[src/rtl/reg_file_mp.sv]
// Parametrised multi-port register file with a per-register pending-write scoreboard.
// Optional write-through bypass when REG_FILE_MP_BYPASS_EN is defined.
module reg_file_mp #(
    parameter  int WIDTH    = 32,
    parameter  int NUM_REGS = 32,
    parameter  int NUM_RD   = 2,
    parameter  int NUM_WR   = 1,
    localparam int ADDR_W   = $clog2(NUM_REGS)
) (
    input  logic                       clk_i,
    input  logic                       reset_i,
    input  logic [NUM_RD*ADDR_W-1:0]   rd_addr_i,
    output logic [NUM_RD*WIDTH-1:0]    rd_data_o,
    output logic [NUM_RD-1:0]          rd_busy_o,
    input  logic [NUM_WR-1:0]          wr_en_i,
    input  logic [NUM_WR*ADDR_W-1:0]   wr_addr_i,
    input  logic [NUM_WR*WIDTH-1:0]    wr_data_i,
    input  logic                       sb_set_i,
    input  logic [ADDR_W-1:0]          sb_set_addr_i,
    input  logic                       sb_flush_i,
    output logic [NUM_REGS-1:0]        sb_busy_o
);

    logic [WIDTH-1:0]    mem [NUM_REGS];
    logic [NUM_REGS-1:0] sb_q;
    logic [NUM_REGS-1:0] sb_d;
    logic [ADDR_W-1:0]   rd_addr [NUM_RD];
    logic [ADDR_W-1:0]   wr_addr [NUM_WR];
    logic [WIDTH-1:0]    wr_data [NUM_WR];

    for (genvar p = 0; p < NUM_RD; p++) begin : g_rd_unpack
        assign rd_addr[p] = rd_addr_i[p*ADDR_W +: ADDR_W];
    end

    for (genvar w = 0; w < NUM_WR; w++) begin : g_wr_unpack
        assign wr_addr[w] = wr_addr_i[w*ADDR_W +: ADDR_W];
        assign wr_data[w] = wr_data_i[w*WIDTH +: WIDTH];
    end

    // Later ports are assigned last, so the highest enabled port wins a conflict.
    always_ff @(posedge clk_i) begin
        if (reset_i) begin
            for (int r = 0; r < NUM_REGS; r++) begin
                mem[r] <= '0;
            end
        end else begin
            for (int w = 0; w < NUM_WR; w++) begin
                if (wr_en_i[w] && (wr_addr[w] != '0)) begin
                    mem[wr_addr[w]] <= wr_data[w];
                end
            end
        end
    end

    // Priority low to high: hold, write-clear, set, flush; bit 0 pinned low.
    always_comb begin
        sb_d = sb_q;
        for (int w = 0; w < NUM_WR; w++) begin
            if (wr_en_i[w]) begin
                sb_d[wr_addr[w]] = 1'b0;
            end
        end
        if (sb_set_i) begin
            sb_d[sb_set_addr_i] = 1'b1;
        end
        if (sb_flush_i) begin
            sb_d = '0;
        end
        sb_d[0] = 1'b0;
    end

    always_ff @(posedge clk_i) begin
        if (reset_i) begin
            sb_q <= '0;
        end else begin
            sb_q <= sb_d;
        end
    end

    assign sb_busy_o = sb_q;

    always_comb begin
        rd_data_o = '0;
        rd_busy_o = '0;
        for (int p = 0; p < NUM_RD; p++) begin
            rd_data_o[p*WIDTH +: WIDTH] = (rd_addr[p] == '0) ? '0 : mem[rd_addr[p]];
            rd_busy_o[p]                = sb_q[rd_addr[p]];
`ifdef REG_FILE_MP_BYPASS_EN
            for (int w = 0; w < NUM_WR; w++) begin
                if (wr_en_i[w] && (rd_addr[p] != '0) && (wr_addr[w] == rd_addr[p])) begin
                    rd_data_o[p*WIDTH +: WIDTH] = wr_data[w];
                    if (!(sb_set_i && (sb_set_addr_i == rd_addr[p]))) begin
                        rd_busy_o[p] = 1'b0;
                    end
                end
            end
`endif
        end
    end

endmodule

[config.mk]
export PLATFORM = sky130hd
export DESIGN_NAME = reg_file_mp
export DESIGN_NICKNAME = d
export VERILOG_FILES = /design/src/rtl/reg_file_mp.sv
export SDC_FILE = /design/constraint.sdc
export NUM_CORES = 2
export LEC_CHECK = 0
export CORE_MARGIN = 2
export CORE_UTILIZATION = 25
export CTS_BUF_LIST = sky130_fd_sc_hd__clkbuf_2 sky130_fd_sc_hd__clkbuf_4 sky130_fd_sc_hd__clkbuf_8
export DETAILED_ROUTE_END_ITERATION = 8
export HOLD_SLACK_MARGIN = 0.06
export PLACE_DENSITY_LB_ADDON = 0.08
export SLEW_MARGIN = 25
export SYNTH_ARGS = -nofsm -noshare
export SYNTH_HDL_FRONTEND = slang
export SYNTH_SLANG_ARGS = --single-unit
[constraint.sdc]
create_clock -name clk_i -period 7.1 [get_ports clk_i]
set_input_delay 1.42 -clock clk_i [delete_from_list [all_inputs] [get_ports clk_i]]
set_output_delay 1.42 -clock clk_i [all_outputs]
set_load 0.005 [all_outputs]
==> results.toml <==
[power_and_ir_drop]
peakVddDrop_mv = 0.155
p_per_area_mw_per_mm2 = 235
p_leak_nw = 22.0

[sta]
slew_viol_final = 0
post-route-period-util_pct = 89.4
setup_tns_ns = 0
setup_viol = 0
tightest_slew_ns = 1.12
rsz0062_at_grt = "no"
fmax_mhz = 158
slew_headroom_pct = 25.4
finalHoldViolCount = 0
clock_skew_ns = 0
min_period_ns = 6.35

[cts]
post_cts_buffers = 0
clk_pin_slew_ns = 0.06
cts_tree = "built"
clock_tree.root_cell = "clkbuf_8"
clk_latency_ns = 0.97
clkSinkCount = 1055
cts_resized = 0
htreeDepth = 4
holdBufCountCts = 0
clock_path_buffers = 3
numCtsBuffers = 208

[run_status]
status = "finished, final reports clean"

[detailed_routing]
wl_per_cell_um = 35.0
viasPerCell = 4.99
m1WireLength_um = 111000
firstDrtPassIters = 7
via_count = 35600
routed.top_layer = "met5"
drc_errors = 0
route.met3.wl_um = 14300
first_iter_violations = 3482
ant_nets = 0
drt-total-wl_um = 249000
wl_met2_um = 120000

[job]
cap_violations = 0

[synthesis]
yosysWarnings = 0
synth_compound_area_share_pct = 5.34
yosys-top-cells-count = "edfxtp_1 (1,024), and2_1 (994), mux4_2 (466), clkbuf_1 (300), o21ai_0 (143)"
yosysSeqAreaShare_pct = 55.9
synth_mux_area_share_pct = 22.4
yosys.area_share.simple_pct = 13.3
synth_area_mm2 = 0.0561
synth_cells = 3797
yosysMostFrequentCell = "edfxtp_1"
synthTopCellsByArea = "edfxtp_1 (55%), mux4_2 (19%), and2_1 (11%), mux2i_1 (2.3%), clkbuf_1 (2.0%)"
synthArstFlopShare_pct = 0
synth_top_family_by_area = "multiplexers"
avgSynthCellArea_um2 = 14.8
yosys_register_bits = 1055
synth_top_area_share_pct = 54.8
synth-edff-count = 1024
synth_xor_area_share_pct = 0
synth_adder_area_share_pct = 0
synth_ff_type = "edfxtp_1"
synth_cell_types = 36
yosys.area.top_type = "edfxtp_1"

[worst_setup_path]
cp.arrival_ns = 4.93
required_ns = 5.68
path_class = "input port to primary output"
start_kind = "input port"
critPathCaptureType = "primary output"
worstPathMaxFanout = 30

[floorplanning]
rows = 173
die_area_mm2 = 0.228
boundaryPins = 155
die_height_um = 478
die_w_um = 478
start_util_pct = 25.2
core_area_mm2 = 0.223

[grt]
grt-ovfl-total = 0
grt_max_degree = 73
grt_pass1_vias = 37100
grt_usage_pct = 21.6
antenna_found_initial = 40
grt_pass1_wl_um = 337000

[worst_hold_path]
hold_path_class = "register to register"

[placement]
io_buffers = 153
dp_hpwl_um = 153000
gp_congestion = 0.765
dpl_cell_area_mm2 = 0.0620

[cells_and_area]
drive_above_1_share_pct = 27.9
syn2layout_area_growth_pct = 17.7
fin_area_mm2 = 0.0660
nNetsFinal = 4030
fillers = 22300
## routing by layer
metal  GRT usage (%)  vias up
met1            30.0    19100
met4            4.28        2
met2            35.7     1215
met5               0        -
li1                -    15000
met3            3.48      267
## power breakdown
group          internal [W]  switching (W)  total, W  leakage (nW)
Clock               0.00325        0.00294   0.00618          2.10
Combinational      0.000818        0.00119   0.00200          9.89
Sequential          0.00717       0.000163   0.00733          10.0
## sequential cells by signal, summed over array words and instances, names as in the netlist
signal / flops
mem: 1024
sb_busy_o: 31
## final cells by class
type / count / area [um2] / area share, %
Sequential cell: 1055 / 31400 / 47.5
Multi-Input combinational cell: 2360 / 23500 / 35.6
Antenna cell: 25 / 62.6 / 0.0948
Clock buffer: 288 / 3510 / 5.32
Clock inverter: 73 / 437 / 0.662
Timing Repair Buffer: 346 / 3400 / 5.15
Tap cell: 2975 / 3720 / 5.64
Inverter: 2 / 12.5 / 0.0190
## cells by family after synthesis
logic type             count (synthesis)
AND/OR/NAND/NOR                     1230
flip-flops                          1055
multiplexers                         662
AO/OA/AOI/OAI                        435
buffers and inverters                414
other                                  1
## placed cells by master, fill, tap and decap left out, types with 31 or more instances in the layout
master | netlist | routed
edfxtp_1 | 1024 | 1024
and2_1 | 994 | 992
mux4_2 | 466 | 466
clkbuf_8 | 0 | 215
buf_4 | 11 | 158
o21ai_0 | 143 | 143
mux2i_1 | 130 | 130
clkdlybuf4s50_1 | 0 | 130
clkbuf_4 | 0 | 73
mux2_2 | 66 | 66
nand2_1 | 65 | 65
a22oi_1 | 65 | 65
nor2b_1 | 69 | 65
a211oi_1 | 64 | 64
a311oi_1 | 64 | 63
a221oi_1 | 49 | 49
clkinv_1 | 0 | 43
nor2_4 | 0 | 33
conb_1 | 1 | 33
buf_12 | 0 | 31
dfxtp_1 | 31 | 31
## worst max-delay path, stage by stage
cell,delay (ns)
buf_6,0.43
buf_4,0.65
mux4_2,0.57
nor2b_1,0.14
a211oi_1,0.59
a311oi_1,0.23
clkdlybuf4s50_1,0.66
## metrics by stage
step,util [%],total power (W),hold WS (ns),cells,setup WS (ns)
after detailed placement,27.9,0.00950,0.510,6738,0.728
final,29.6,0.0155,0.528,7124,0.754
after global placement,27.8,0.00950,0.505,6732,0.568
after floorplan,-,0.00846,0.489,3829,2.64
after global routing,29.6,0.0161,0.550,7104,0.667
after CTS,29.6,0.0157,0.518,7099,0.712
## final timing paths
check                              startpoint            end  slack [ns]  depth (start not counted)
worst max-delay path             rd_addr_i[5]  rd_data_o[36]        0.75                          7
worst min-delay path            sb_busy_o[23]  sb_busy_o[23]        0.53                          2
worst max register to register   sb_busy_o[2]   sb_busy_o[2]        6.22                          2
worst min register to register  sb_busy_o[23]  sb_busy_o[23]        0.53                          2
Power figures use the tool's default switching activity.
